## src/rtl/sprite_reg_writer.sv

```systemverilog
// Bus master for the sprite display controller: uploads both sprite bitmaps after reset,
// then writes fresh spaceship/planet positions on every vertical-sync interrupt.
module sprite_reg_writer #(
    parameter int unsigned SPRITE_SIZE = 16,
    parameter int unsigned SCREEN_W    = 640,
    parameter int unsigned SCREEN_H    = 480,
    parameter int unsigned SHIP_STEP   = 2,
    parameter int unsigned PLANET_STEP = 1,
    parameter int unsigned SHIP_X0     = 32,
    parameter int unsigned SHIP_Y0     = 232,
    parameter int unsigned PLANET_X0   = 624,
    parameter int unsigned PLANET_Y0   = 100
) (
    input  logic        clk,
    input  logic        reset,
    input  logic        IRQ_Vsync,
    input  logic        move_up,
    input  logic        move_down,
    input  logic        move_left,
    input  logic        move_right,
    output logic [4:0]  bmp_addr,
    input  logic [15:0] bmp_data,
    output logic        wren,
    output logic [5:0]  addr,
    output logic [15:0] ldr,
    output logic        busy
);

    localparam logic [9:0] XMax  = 10'(SCREEN_W - SPRITE_SIZE);
    localparam logic [9:0] YMax  = 10'(SCREEN_H - SPRITE_SIZE);
    localparam logic [9:0] SStep = 10'(SHIP_STEP);
    localparam logic [9:0] PStep = 10'(PLANET_STEP);

    typedef enum logic [2:0] {
        StLoadAddr,
        StLoadSetup,
        StLoadStrobe,
        StIdle,
        StUpdate,
        StWrSetup,
        StWrStrobe
    } state_e;

    state_e      state_q, state_d;
    logic [4:0]  k_q, k_d;
    logic [1:0]  w_q, w_d;
    logic        pending_q, pending_d;
    logic [9:0]  ship_x_q, ship_x_d;
    logic [9:0]  ship_y_q, ship_y_d;
    logic [9:0]  planet_x_q, planet_x_d;
    logic [2:0]  sync_q;
    logic        rise_q;
    logic        wren_q;
    logic [5:0]  addr_q, addr_c;
    logic [15:0] ldr_q, ldr_c;
    logic [9:0]  wr_pos;

    // One ship axis: opposing or absent inputs hold, otherwise step and clamp to the screen.
    function automatic logic [9:0] step_axis(input logic [9:0] pos, input logic dec,
                                             input logic inc, input logic [9:0] max);
        logic [10:0] sum;
        sum = {1'b0, pos} + {1'b0, SStep};
        if (dec && !inc) begin
            return (pos >= SStep) ? pos - SStep : 10'd0;
        end else if (inc && !dec) begin
            return (sum > {1'b0, max}) ? max : sum[9:0];
        end
        return pos;
    endfunction

    always_comb begin
        unique case (w_q)
            2'd0: wr_pos = ship_x_q;
            2'd1: wr_pos = ship_y_q;
            2'd2: wr_pos = planet_x_q;
            2'd3: wr_pos = 10'(PLANET_Y0);
        endcase
    end

    always_comb begin
        state_d    = state_q;
        k_d        = k_q;
        w_d        = w_q;
        pending_d  = pending_q;
        ship_x_d   = ship_x_q;
        ship_y_d   = ship_y_q;
        planet_x_d = planet_x_q;
        addr_c     = addr_q;
        ldr_c      = ldr_q;

        if (rise_q && state_q != StIdle) begin
            pending_d = 1'b1;
        end

        unique case (state_q)
            StLoadAddr: state_d = StLoadSetup;
            StLoadSetup: begin
                addr_c  = {1'b0, k_q};
                ldr_c   = bmp_data;
                state_d = StLoadStrobe;
            end
            StLoadStrobe: begin
                if (k_q == 5'd31) begin
                    state_d = StIdle;
                end else begin
                    k_d     = k_q + 5'd1;
                    state_d = StLoadAddr;
                end
            end
            StIdle: begin
                if (rise_q || pending_q) begin
                    pending_d = 1'b0;
                    state_d   = StUpdate;
                end
            end
            StUpdate: begin
                ship_x_d   = step_axis(ship_x_q, move_left, move_right, XMax);
                ship_y_d   = step_axis(ship_y_q, move_up, move_down, YMax);
                planet_x_d = (planet_x_q >= PStep) ? planet_x_q - PStep : XMax;
                w_d        = 2'd0;
                state_d    = StWrSetup;
            end
            StWrSetup: begin
                addr_c  = {4'b1000, w_q};
                ldr_c   = {6'b0, wr_pos};
                state_d = StWrStrobe;
            end
            StWrStrobe: begin
                if (w_q == 2'd3) begin
                    state_d = StIdle;
                end else begin
                    w_d     = w_q + 2'd1;
                    state_d = StWrSetup;
                end
            end
            default: state_d = StLoadAddr;
        endcase
    end

    always_ff @(posedge clk) begin
        if (reset) begin
            state_q    <= StLoadAddr;
            k_q        <= 5'd0;
            w_q        <= 2'd0;
            pending_q  <= 1'b0;
            ship_x_q   <= 10'(SHIP_X0);
            ship_y_q   <= 10'(SHIP_Y0);
            planet_x_q <= 10'(PLANET_X0);
            sync_q     <= 3'b000;
            rise_q     <= 1'b0;
            wren_q     <= 1'b0;
            addr_q     <= 6'd0;
            ldr_q      <= 16'd0;
        end else begin
            state_q    <= state_d;
            k_q        <= k_d;
            w_q        <= w_d;
            pending_q  <= pending_d;
            ship_x_q   <= ship_x_d;
            ship_y_q   <= ship_y_d;
            planet_x_q <= planet_x_d;
            // Two synchronizer stages plus a delay stage; edge flag is registered once more.
            sync_q     <= {sync_q[1:0], IRQ_Vsync};
            rise_q     <= sync_q[1] & ~sync_q[2];
            // Strobe comes straight from a flop so the sink never sees a decode glitch.
            wren_q     <= (state_d == StLoadStrobe) || (state_d == StWrStrobe);
            addr_q     <= addr_c;
            ldr_q      <= ldr_c;
        end
    end

    assign bmp_addr = k_q;
    assign wren     = wren_q;
    assign addr     = addr_c;
    assign ldr      = ldr_c;
    assign busy     = (state_q != StIdle);

endmodule

```

## config.mk

```make
export PLATFORM = sky130hd
export DESIGN_NAME = sprite_reg_writer
export DESIGN_NICKNAME = d
export VERILOG_FILES = /design/src/rtl/sprite_reg_writer.sv
export SDC_FILE = /design/constraint.sdc
export NUM_CORES = 1
export LEC_CHECK = 0
export ABC_AREA = 1
export CORE_MARGIN = 2
export CORE_UTILIZATION = 55
export DETAILED_ROUTE_END_ITERATION = 16
export PLACE_DENSITY_LB_ADDON = 0.08
export REMOVE_ABC_BUFFERS = 1
export SLEW_MARGIN = 20
export SYNTH_ARGS = -nofsm -noshare
export SYNTH_HDL_FRONTEND = slang
export SYNTH_SLANG_ARGS = --single-unit
export TNS_END_PERCENT = 100
```

## constraint.sdc

```tcl
create_clock -name clk -period 2.7 [get_ports clk]
set_clock_uncertainty 0.1 [all_clocks]
set_input_delay 0.81 -clock clk [delete_from_list [all_inputs] [get_ports clk]]
set_output_delay 0.81 -clock clk [all_outputs]
set_load 0.05 [all_outputs]
```

==> summary.txt, run 1 <==
Run status
  – Status: finished, final reports clean

Floorplanning
  – Chip width: 89.06 um
  – Die area: 7931 um2
  – # IOs: 52
  – Core Rows: 31
  – DIE HEIGHT: 89.06 um
  – CORE AREA: 7137 um2
  – Initial core utilization: 55.75%

Route
  – Met2 WL: 5665 um
  – Antenna Nets Post-Route: 0
  – Number of vias per cell: 5.522
  – DRT met1 WL: 4673 um
  – 1st-iter DRT viols: 256
  – WL met3: 695 um
  – WL/cell: 14.78 um
  – Highest routed layer: met4
  – Drt total wl: 11320 um
  – Via count: 4230
  – Pre-Repair DR Iteration Count: 5
  – Residual DRC: 0

Synth
  – Synth warn: 0
  – Seq cells post-synth: 66
  – Yosys cell types: 37
  – Post-synthesis sequential area ratio: 33.21%
  – Synth Cell Area: 3979 um2
  – Cells after synthesis: 604
  – Synth Area per Inst: 6.587 um2

Pwr
  – NetSw: 752.8 uW
  – Seq pwr share: 39.1%
  – Clock power share: 38.9%
  – Leakage power: 2.248 nW
  – PwrDens: 503.6 nW/um2
  – Comb pwr share: 21.9%
  – Peak supply drop: 0.0003535 V
  – Internal power: 1.865 mW
  – Switching share of total power: 28.76%

Finish
  – Leading cell type in the layout, fill and taps excluded: nand2_1
  – Commonest cells after routing, fill and taps aside: 157 x nand2_1, 63 x inv_1, 62 x dfxtp_1, 56 x nor2_1, 47 x nand3_1
  – Nets@finish: 701
  – Diodes inserted: 0
  – Post-route cell area: 5199 um2
  – Area Growth Syn to Fin: 30.66%
  – Fin util: 72.84%
  – Layout cells sized above 1: 14.84%
  – Final instance count without filler cells: 766

Hold path
  – Hold EP: rise_q
  – Hold path cells: 1
  – Hold Startpoint: sync_q[2]
  – Min-Delay Path Class: flop to flop

Setup path
  – Crit-path slowest cell: dfxtp_4
  – CP Buf/Inv Count: 3
  – CP Capture Type: output pin
  – R2r setup slk: 650 ps
  – Top delay family on crit path: flip-flops
  – Reg2Reg Depth: 12
  – FF-to-FF Start: ship_y_q[1]
  – CP most frequent cell: nand3_1
  – R2r endpoint: ship_y_q[7]
  – Startpoint types: flop
  – Crit path required time: 1790 ps
  – Crit path arrival time: 1770 ps
  – CP Class: flop to output pin
  – Cell breakdown of the critical path: inv_4 > ha_4 > inv_8 > nand3_1 > o211ai_1 > nand3_1 > buf_12
  – CP max stage delay: 400 ps
  – CP Max Fanout: 17

Clock tree
  – H-tree depth: 3
  – Root Buffer: clkbuf_8
  – Clk pin slew, worst setup/hold paths: 80 ps
  – CTS sink count: 66
  – Worst-case clock buffer depth: 2
  – CTS Buf Count: 9
  – Skew-Pair Late Insertion Delay: 350 ps
  – CTS tree: done

Timing
  – Setup violations, final: 0
  – Fmax: 0.3736 GHz
  – RSZ-0062 raised after global routing: yes
  – Fin. max-slew vios: 0
  – Min Tclk post-route: 2677 ps
  – Relative slew slack: 66.09%
  – Worst slew pin tran: 507.0 ps
  – Final WS setup: 23.35 ps
  – Final hold slack: 294.1 ps
  – Final Hold Violating Endpoints: 0
  – Final Cycle Share: 99.14%

Placed design
  – Dpl cells: 742
  – Number of port buffers: 51
  – Pre-CTS setup slack: 84.64 ps
  – Final Wtd Congestion: 0.9454
  – Hpwl dp: 8042 um
  – Placed cell area: 4807 um2

Global routing
  – GRT overflow: 0
  – First-pass GRT wire length: 17390 um
  – GRT Total Usage: 28.35%
  – Initial antenna violation count: 0
  – Vias in the first global route: 3843
  – Pin count of the biggest net entering global routing: 28

Job
  – Total of max-cap violations: 0
-- Yosys cell counts (all sizes together) --
library cell | number | area share, %
a21oi | 39 | 4.9
xor2 | 15 | 3.3
nand3b | 1 | 0.19
nand3 | 54 | 7.3
nand4 | 13 | 2.0
nand2 | 160 | 15
a31oi | 11 | 1.7
a22oi | 4 | 0.75
o21a | 3 | 0.57
inv | 71 | 6.7
nor2 | 64 | 6.5
dfxtp | 66 | 33
clkbuf | 13 | 1.2
clkinv | 1 | 0.094
nor4 | 1 | 0.16
a211oi | 2 | 0.38
nor3 | 11 | 1.8
buf | 12 | 1.8
or2 | 1 | 0.16
ha | 16 | 5.0
a41oi | 1 | 0.22
o211ai | 9 | 1.7
o21ai | 33 | 4.4
xnor2 | 2 | 0.44
o22ai | 1 | 0.16
-- cells by family after synthesis --
family | synth area share [%]
and+or+nand+nor | 33.33
xor gates and xnor gates | 3.742
buffers and inverters | 9.843
DFF | 33.21
AOI/OAI and AO/OA | 14.84
adders and majority gates | 5.031
-- power by group through the flow --
stage          registers [mW]  clock network (mW)  logic (mW)
6_report                 1.02                1.02       0.574
5_1_grt                  1.03                1.06       0.606
4_1_cts                  1.02                1.03       0.567
3_5_place_dp             1.05                   0       0.563
3_3_place_gp             1.05                   0       0.553
2_1_floorplan            1.06                   0       0.268
-- per-stage QoR --
stage | setup TNS [ps] | total power [mW]
final | 0 | 2.618
after global routing | -107.8 | 2.695
after CTS | -23.14 | 2.623
after detailed placement | 0 | 1.611
after global placement | 0 | 1.600
after floorplan | -3903 | 1.329
-- state kept, by name, indices dropped and copies added, names as in the netlist --
register / count
wren: 1
sync_q: 3
planet_x_q: 10
w_q: 2
pending_q: 1
ship_y_q: 9
addr_q: 6
ldr_q: 16
rise_q: 1
ship_x_q: 9
bmp_addr: 5
state_q: 3
-- layout make-up --
class / instances / area, um2
multi-input cells: 441 / 2333
fillers: 587 / 1938
flip-flops and latches: 66 / 1331
repair buffers: 72 / 884.6
inverters: 72 / 282.8
clock buffers: 10 / 127.6
well taps: 99 / 123.9
clock inverters: 6 / 115.1
-- worst max-delay path by stage --
stage                     slack, ps  endpoint   startpoint  cells past startpoint
after CTS                       -20    ldr[4]   state_q[0]                      8
final                            20    ldr[4]       w_q[0]                      7
after global placement          110    ldr[8]  bmp_data[8]                      4
after floorplan                -210    ldr[2]   state_q[0]                      6
after global routing            -60    ldr[4]       w_q[0]                      6
after detailed placement         80    ldr[5]  bmp_data[5]                      4
-- what timing repair did --
item                       4_1_cts  5_1_grt
setup endpoints to repair       12       21
hold buffers                     0        0
pin swaps                        6        5
setup buffers                    4        5
gates resized for setup         19       14
-- metal layers --
layer / GRT usage (%) / vias up
met3: 3.970 / 33
met5: 0 / -
li1: - / 2097
met2: 48.44 / 178
met4: 15.60 / 0
met1: 34.38 / 1922
Power figures use the tool's default switching activity.
==> run 2: changes to the inputs <==
Settings changed: ABC_AREA 1 to default.
==> run 2 against run 1 <==
The run now ends with setup timing left. Non-clock buffer count rose by 31. Global-route usage grew 2.1 points. Sequential cell count is the same. Register-to-register slack got worse by 340 ps. Critical path type unchanged.
==> summary.txt, run 2 <==
Finish
  – Area of the multi-input gates: 2709 um2 (was 2333 um2)
  – Largest reg by FF count: ldr_q (unchanged)
  – Commonest cells after routing, fill and taps aside: 73 x nand2_1, 64 x dfxtp_1, 50 x nor2_1, 47 x buf_4, 35 x o21ai_0 (was 157 x nand2_1, 63 x inv_1, 62 x dfxtp_1, 56 x nor2_1, 47 x nand3_1)
  – Regs by FF count: ldr_q: 16 flops, planet_x_q: 10 flops (unchanged)
  – Leading cell type in the layout, fill and taps excluded: nand2_1 (unchanged)
  – Post-route cell area: 5615 um2 (was 5199 um2)
  – Fin util: 77.42% (was 72.84%)
  – Area occupied by registers: 1329 um2 (was 1331 um2)
  – Diodes inserted: 0 (unchanged)
  – Area Growth Syn to Fin: 36.17% (was 30.66%)
  – Layout fillers: 539 (was 587)
  – Nets@finish: 662 (was 701)
  – Layout cells sized above 1: 21.97% (was 14.84%)
  – Max reg flops: 16 (unchanged)

Timing
  – Final Hold Violating Endpoints: 0 (unchanged)
  – Final WS setup: -143.4 ps (was 23.35 ps)
  – Min Tclk post-route: 2843 ps (was 2677 ps)
  – Fin. max-slew vios: 0 (unchanged)
  – Fmax: 0.3517 GHz (was 0.3736 GHz)
  – RSZ-0062 raised after global routing: yes (unchanged)
  – Relative slew slack: 54.58% (was 66.09%)
  – Final Cycle Share: 105.3% (was 99.14%)
  – Worst slew pin tran: 675.0 ps (was 507.0 ps)
  – Setup violations, final: 10 (was 0)

Synth
  – Count leader, synth: nand2_1 (unchanged)
  – Most area-hungry cell type in the Yosys netlist: dfxtp_1 (unchanged)
  – Top post-synthesis cells by area: dfxtp_1 32%, nand2_1 6.6%, o21ai_0 5.9%, ha_1 4.9%, nor2_1 4.7% (was dfxtp_1 33%, nand2_1 15%, nand3_1 6.3%, inv_1 6.2%, nor2_1 5.6%)
  – Seq cells post-synth: 66 (unchanged)
  – Synth warn: 0 (unchanged)
  – Yosys cell types: 62 (was 37)
  – Asr flop ratio synth: 0% (unchanged)
  – Post-synth EDFFs: 0 (unchanged)
  – Yosys top cell area share: 32.04% (was 33.21%)
  – Top_reg_cell synth: dfxtp_1 (unchanged)
  – Synth Area per Inst: 7.457 um2 (was 6.587 um2)
  – Cells after synthesis: 553 (was 604)
  – Post-synthesis sequential area ratio: 32.04% (was 33.21%)
  – Most instantiated cells after synthesis: 73 x nand2_1, 66 x dfxtp_1, 52 x nor2_1 (was 158 x nand2_1, 66 x dfxtp_1, 66 x inv_1)
  – Synth Cell Area: 4124 um2 (was 3979 um2)

Run status
  – Status: complete, but fails checks (was finished, final reports clean)
  – Failing checks: setup timing

Setup path
  – Reg2Reg Depth: 8 (was 12)
  – Cell breakdown of the critical path: inv_4 > ha_4 > buf_12 > a221oi_2 > o21ai_1 > mux2i_1 > o21ai_2 > buf_12 (was inv_4 > ha_4 > inv_8 > nand3_1 > o211ai_1 > nand3_1 > buf_12)
  – CP Capture Type: output pin (unchanged)
  – CP Class: flop to output pin (unchanged)
  – Startpoint types: flop (unchanged)
  – Crit path arrival time: 1930 ps (was 1770 ps)
  – FF-to-FF Start: ship_y_q[1] (unchanged)
  – R2r setup slk: 310 ps (was 650 ps)
  – CP most frequent cell: buf_12 (was nand3_1)
  – CP Max Fanout: 5 (was 17)
  – CP max stage delay: 370 ps (was 400 ps)
  – Crit path required time: 1790 ps (about the same)
  – Crit-path slowest cell: dfxtp_4 (unchanged)
  – R2r endpoint: ship_y_q[2] (was ship_y_q[7])

Hold path
  – Min-Delay Path Class: flop to flop (unchanged)
  – Hold EP: rise_q (unchanged)
  – Hold path cells: 1 (unchanged)
  – Hold Startpoint: sync_q[2] (unchanged)

Pwr
  – Final Power: 2.361 mW (was 2.618 mW)
  – Leakage power: 2.120 nW (was 2.248 nW)
  – Switching share of total power: 28.99% (was 28.76%)
  – NetSw: 684.6 uW (was 752.8 uW)
  – Internal power: 1.677 mW (was 1.865 mW)
  – Peak supply drop: 0.0004338 V (was 0.0003535 V)
  – Seq pwr share: 42.7% (was 39.1%)
  – Comb pwr share: 20.8% (was 21.9%)
  – Clock power share: 36.5% (was 38.9%)
  – PwrDens: 420.5 nW/um2 (was 503.6 nW/um2)

Floorplanning
  – Initial core utilization: 56.86% (was 55.75%)
  – Chip width: 90.59 um (was 89.06 um)
  – # IOs: 52 (unchanged)
  – DIE HEIGHT: 90.59 um (was 89.06 um)
  – Die area: 8207 um2 (was 7931 um2)
  – CORE AREA: 7253 um2 (was 7137 um2)
  – Core Rows: 31 (unchanged)

Clock tree
  – Root Buffer: clkbuf_8 (unchanged)
  – Clk pin slew, worst setup/hold paths: 70 ps (was 80 ps)
  – Hold_buf cts: 0 (unchanged)
  – CTS sink count: 66 (unchanged)
  – Skew-Pair Late Insertion Delay: 350 ps (about the same)
  – H-tree depth: 3 (unchanged)
  – Worst-case clock buffer depth: 2 (unchanged)
  – CTS tree: done (unchanged)
  – CTS Buf Count: 9 (unchanged)

Job
  – Total of max-cap violations: 0 (unchanged)

Placed design
  – Final Wtd Congestion: 0.9751 (was 0.9454)
  – Placed cell area: 5229 um2 (was 4807 um2)
  – Number of port buffers: 51 (unchanged)
  – Hpwl dp: 8439 um (was 8042 um)

Route
  – Pre-Repair DR Iteration Count: 5 (unchanged)
  – Via count: 4306 (was 4230)
  – Drt total wl: 12160 um (was 11320 um)
  – WL/cell: 16.72 um (was 14.78 um)
  – Residual DRC: 0 (unchanged)
  – Antenna Nets Post-Route: 0 (unchanged)
  – 1st-iter DRT viols: 230 (was 256)
  – Number of vias per cell: 5.923 (was 5.522)

Global routing
  – GRT Total Usage: 30.46% (was 28.35%)
  – GRT overflow: 0 (unchanged)
  – First-pass GRT wire length: 20280 um (was 17390 um)
  – Initial antenna violation count: 0 (unchanged)
  – Pin count of the biggest net entering global routing: 46 (was 28)
  – Vias in the first global route: 4080 (was 3843)
==> run 2: area by class of cell <==
cell class / instances / share of cell area, %
sequential: 66 / 23.66
multi-input combinational: 425 / 48.24
inverter: 18 / 1.292
clock inverter: 6 / 1.159
clock buffer: 10 / 2.451
timing repair buffer: 103 / 20.99
tap: 99 / 2.206
==> run 2: cells by family after synthesis <==
| kind of cell | after synthesis | synth area share [%] |
|---|---|---|
| flops | 66 | 32.04 |
| fa+ha+maj | 16 | 4.854 |
| simple gates | 237 | 28.22 |
| xor+xnor | 17 | 3.611 |
| mux | 14 | 3.428 |
| buf+inv | 62 | 6.250 |
| compound gates | 141 | 21.60 |
==> run 2: worst max path at each step <==
| stage | cells past startpoint | slack, ps | from | to |
|---|---|---|---|---|
| global route | 9 | -220 | w_q[0] | ldr[8] |
| floorplan | 4 | -780 | state_q[2] | ldr[1] |
| CTS | 8 | -120 | w_q[0] | ldr[5] |
| global placement | 5 | 10 | bmp_data[1] | ldr[1] |
| finish | 8 | -140 | w_q[0] | ldr[5] |
| detailed placement | 5 | -30 | bmp_data[15] | ldr[15] |
==> run 2: through the flow <==
stage	setup WS, ps	hold slack, ps	setup TNS [ps]	instances
4_1_cts	-123.0	297.5	-762.4	726
5_1_grt	-220.3	300.9	-2084	727
3_5_place_dp	-26.87	284.9	-48.47	713
3_3_place_gp	13.44	271.9	0	713
2_1_floorplan	-783.2	267.4	-15160	509
6_report	-143.4	294.4	-968.4	727
==> run 2: what timing repair did <==
action                     in CTS  in global routing
pin swaps                      24                  4
setup endpoints to repair      12                 18
buffers inserted                5                  1
gates resized for setup        54                  8
==> run 2: power by group through the flow <==
stage	Clock, mW	Combinational [mW]	Sequential [mW]
2_1_floorplan	0	0.204	1.04
3_3_place_gp	0	0.486	1.03
3_5_place_dp	0	0.494	1.03
4_1_cts	0.876	0.486	1.01
5_1_grt	0.904	0.519	1.01
6_report	0.862	0.492	1.01
==> run 2: per-layer routing <==
metal,wire length [um],GRT usage (%),vias up
met1,5229,39.90,2019
met2,5771,50.44,170
met5,0,0,-
met3,814,5.175,30
li1,-,-,2087
met4,340,11.03,0
==> run 2: critical path: cells and delay by family, from the launching register on <==
| kind | cells | cell delay [ps] |
|---|---|---|
| AO/OA/AOI/OAI | 3 | 530 |
| adder cells (fa/ha/maj) | 1 | 160 |
| buffers and inverters | 3 | 330 |
| flip-flops | 1 | 370 |
| multiplexers | 1 | 190 |
==> run 3: changes to the inputs <==
Settings changed: PLACE_DENSITY_LB_ADDON 0.08 to 0.05, RECOVER_POWER from default to 50.
==> run 3 against run 2 <==
Maximum frequency fell by 2.8%. Critical endpoint is now ldr[6]. Worst setup slack got worse by 81 ps. Cell area rose by 1.3%. Die area did not move. The flow still finishes with violations (setup timing). Worst hold slack improved by 1.2 ps. Global-route usage fell by 0.80 points. Via count rose by 2.5%. Sequential cell count did not move. Clock power rose by 12%. Final cell count rose by 1.4%.
==> summary.txt, run 3 (same netlist as run 2, synthesis figures left out) <==
Run status
  – Status: complete, but fails checks (unchanged)
  – Failing checks: setup timing (unchanged)

Hold path
  – Hold EP: rise_q (unchanged)
  – Hold path cells: 1 (unchanged)
  – Min-Delay Path Class: flop to flop (unchanged)
  – Hold Startpoint: sync_q[2] (unchanged)

Floorplanning
  – Chip width: 90.59 um (unchanged)
  – Initial core utilization: 56.86% (unchanged)
  – Die area: 8207 um2 (unchanged)
  – DIE HEIGHT: 90.59 um (unchanged)
  – # IOs: 52 (unchanged)
  – Core Rows: 31 (unchanged)
  – CORE AREA: 7253 um2 (unchanged)

Pwr
  – Seq pwr share: 40.9% (was 42.7%)
  – PwrDens: 433.5 nW/um2 (was 420.5 nW/um2)
  – NetSw: 715.9 uW (was 684.6 uW)
  – Clock power share: 39.2% (was 36.5%)
  – Peak supply drop: 0.0006001 V (was 0.0004338 V)
  – Switching share of total power: 29.04% (was 28.99%)
  – Comb pwr share: 19.9% (was 20.8%)
  – Final Power: 2.466 mW (was 2.361 mW)
  – Leakage power: 2.153 nW (was 2.120 nW)
  – Internal power: 1.750 mW (was 1.677 mW)

Timing
  – Final WS setup: -224.6 ps (was -143.4 ps)
  – Min Tclk post-route: 2925 ps (was 2843 ps)
  – Relative slew slack: 33.88% (was 54.58%)
  – Worst slew pin tran: 991.8 ps (was 675.0 ps)
  – RSZ-0062 raised after global routing: yes (unchanged)
  – Fin. max-slew vios: 0 (unchanged)
  – Final Cycle Share: 108.3% (was 105.3%)
  – Fmax: 0.3419 GHz (was 0.3517 GHz)
  – Final Hold Violating Endpoints: 0 (unchanged)
  – Setup violations, final: 12 (was 10)

Setup path
  – FF-to-FF Start: ship_y_q[2] (was ship_y_q[1])
  – Crit path arrival time: 2010 ps (was 1930 ps)
  – R2r setup slk: 140 ps (was 310 ps)
  – Top delay family on crit path: compound AO/OA/AOI/OAI gates (unchanged)
  – CP Max Fanout: 5 (unchanged)
  – CP most frequent cell: buf_6 (was buf_12)
  – CP Capture Type: output pin (unchanged)
  – Crit path required time: 1790 ps (about the same)
  – CP Class: flop to output pin (unchanged)
  – CP Buf/Inv Count: 3 (unchanged)
  – Levels on crit path: 8 (unchanged)
  – Reg2Reg Depth: 8 (unchanged)
  – R2r endpoint: ship_y_q[1] (was ship_y_q[2])
  – Cell breakdown of the critical path: buf_6 > ha_4 > buf_6 > a221oi_2 > o21ai_1 > mux2i_1 > o21ai_2 > buf_12 (was inv_4 > ha_4 > buf_12 > a221oi_2 > o21ai_1 > mux2i_1 > o21ai_2 > buf_12)
  – Startpoint types: flop (unchanged)
  – CP max stage delay: 370 ps (about the same)
  – Crit-path slowest cell: dfxtp_4 (unchanged)

Finish
  – Layout fillers: 513 (was 539)
  – Fin util: 78.42% (was 77.42%)
  – Area Growth Syn to Fin: 37.92% (was 36.17%)
  – Nets@finish: 672 (was 662)
  – Leading cell type in the layout, fill and taps excluded: nand2_1 (unchanged)
  – Commonest cells after routing, fill and taps aside: 73 x nand2_1, 63 x dfxtp_1, 51 x buf_4, 50 x nor2_1, 39 x o21ai_0 (was 73 x nand2_1, 64 x dfxtp_1, 50 x nor2_1, 47 x buf_4, 35 x o21ai_0)
  – Regs by FF count: ldr_q: 16 flops, planet_x_q: 10 flops (unchanged)
  – Layout cells sized above 1: 22.88% (was 21.97%)
  – Final instance count without filler cells: 737 (was 727)
  – Diodes inserted: 0 (unchanged)
  – Max reg flops: 16 (unchanged)
  – Largest reg by FF count: ldr_q (unchanged)

Clock tree
  – Skew-Pair Late Insertion Delay: 360 ps (was 350 ps)
  – Worst-case clock buffer depth: 2 (unchanged)
  – CTS Buf Count: 9 (unchanged)
  – Root Buffer: clkbuf_8 (unchanged)
  – Clk pin slew, worst setup/hold paths: 90 ps (was 70 ps)
  – CTS sink count: 66 (unchanged)
  – H-tree depth: 3 (unchanged)
  – CTS tree: done (unchanged)
  – Hold_buf cts: 0 (unchanged)

Placed design
  – Dpl cells: 722 (was 713)
  – Hpwl dp: 8425 um (was 8439 um)
  – Final Wtd Congestion: 0.9208 (was 0.9751)
  – Number of port buffers: 51 (unchanged)

Route
  – Pre-Repair DR Iteration Count: 6 (was 5)
  – Antenna Nets Post-Route: 0 (unchanged)
  – Residual DRC: 0 (unchanged)
  – Drt total wl: 12720 um (was 12160 um)
  – WL/cell: 17.25 um (was 16.72 um)
  – 1st-iter DRT viols: 314 (was 230)
  – Via count: 4413 (was 4306)
  – Number of vias per cell: 5.988 (was 5.923)

Job
  – Total of max-cap violations: 0 (unchanged)

Global routing
  – Vias in the first global route: 4170 (was 4080)
  – GRT busiest layer: met2 (unchanged)
  – Initial antenna violation count: 0 (unchanged)
  – Met2 Use GR: 49.81% (was 50.44%)
  – Met1 usage: 38.04% (was 39.90%)
  – Pin count of the biggest net entering global routing: 46 (unchanged)
  – GRT overflow: 0 (unchanged)
  – GRT Total Usage: 29.66% (was 30.46%)
  – First-pass GRT wire length: 19970 um (was 20280 um)
  – Met3 usage: 4.591% (was 5.175%)
-- run 3: changes by cell type in the layout (fill, tap and decap cells not counted), sizes merged --
cell,delta
clkinvlp,-1
dlymetal6s2s,-1
inv,+1
clkbuf,+2
bufinv,+1
buf,+7
dlygate4sd3,+1
-- run 3: stage by stage --
step           hold WS, ps  cell area, um2  worst slack (ps)  TNS (ps)
2_1_floorplan        267.4            3934            -783.2    -15160
3_3_place_gp         272.7            5284            -62.12    -62.12
3_5_place_dp         287.0            5284            -93.37    -115.7
4_1_cts              298.5            5640            -119.2    -974.5
5_1_grt              323.1            5688            -308.9     -2403
6_report             295.6            5688            -224.6     -1539
-- run 3: area by class of cell --
class / instances / area, um2 / area share, %
multi-input combinational: 425 / 2703 / 47.51
sequential: 66 / 1330 / 23.38
timing repair buffer: 113 / 1235 / 21.71
clock buffer: 9 / 123.9 / 2.178
tap: 99 / 123.9 / 2.178
clock inverter: 7 / 100.1 / 1.760
inverter: 18 / 72.57 / 1.276
-- run 3: what timing repair did --
item / in CTS / in global routing
cloned: 0 / 0
buffers inserted: 3 / 2
hold endpoints to repair: 0 / 0
gates resized for setup: 49 / 11
setup endpoints to repair: 11 / 15
pin swaps: 24 / 12
-- run 3: worst max-delay path by stage --
stage                      from     end  slack (ps)
detailed placement  bmp_data[5]  ldr[5]         -90
floorplan            state_q[2]  ldr[1]        -780
finish                   w_q[0]  ldr[6]        -220
global placement    bmp_data[5]  ldr[5]         -60
CTS                      w_q[0]  ldr[8]        -120
global route             w_q[0]  ldr[6]        -310
-- run 3: metal layers --
layer	vias to the layer above	part of all wire (%)	wire (um)
met5	-	0	0
met2	197	48	6137
li1	2107	-	-
met3	38	7.1	901
met1	2071	42	5328
met4	0	2.7	349
-- run 3: worst register-to-register path: stages, from the launching register on --
cell and delay (ps):
dfxtp_1 550, ha_1 380, nand3_1 190, nor3_1 270, mux2i_1 270, o21bai_1 220, nand3_1 210, a22oi_1 180
nor2_1 60
-- run 3: power groups by stage --
stage	sequential (mW)	clock [mW]	combinational, mW
3_5_place_dp	1.03	0	0.492
2_1_floorplan	1.04	0	0.204
4_1_cts	1.01	0.963	0.487
3_3_place_gp	1.03	0	0.484
6_report	1.01	0.966	0.491
5_1_grt	1.01	1.00	0.513
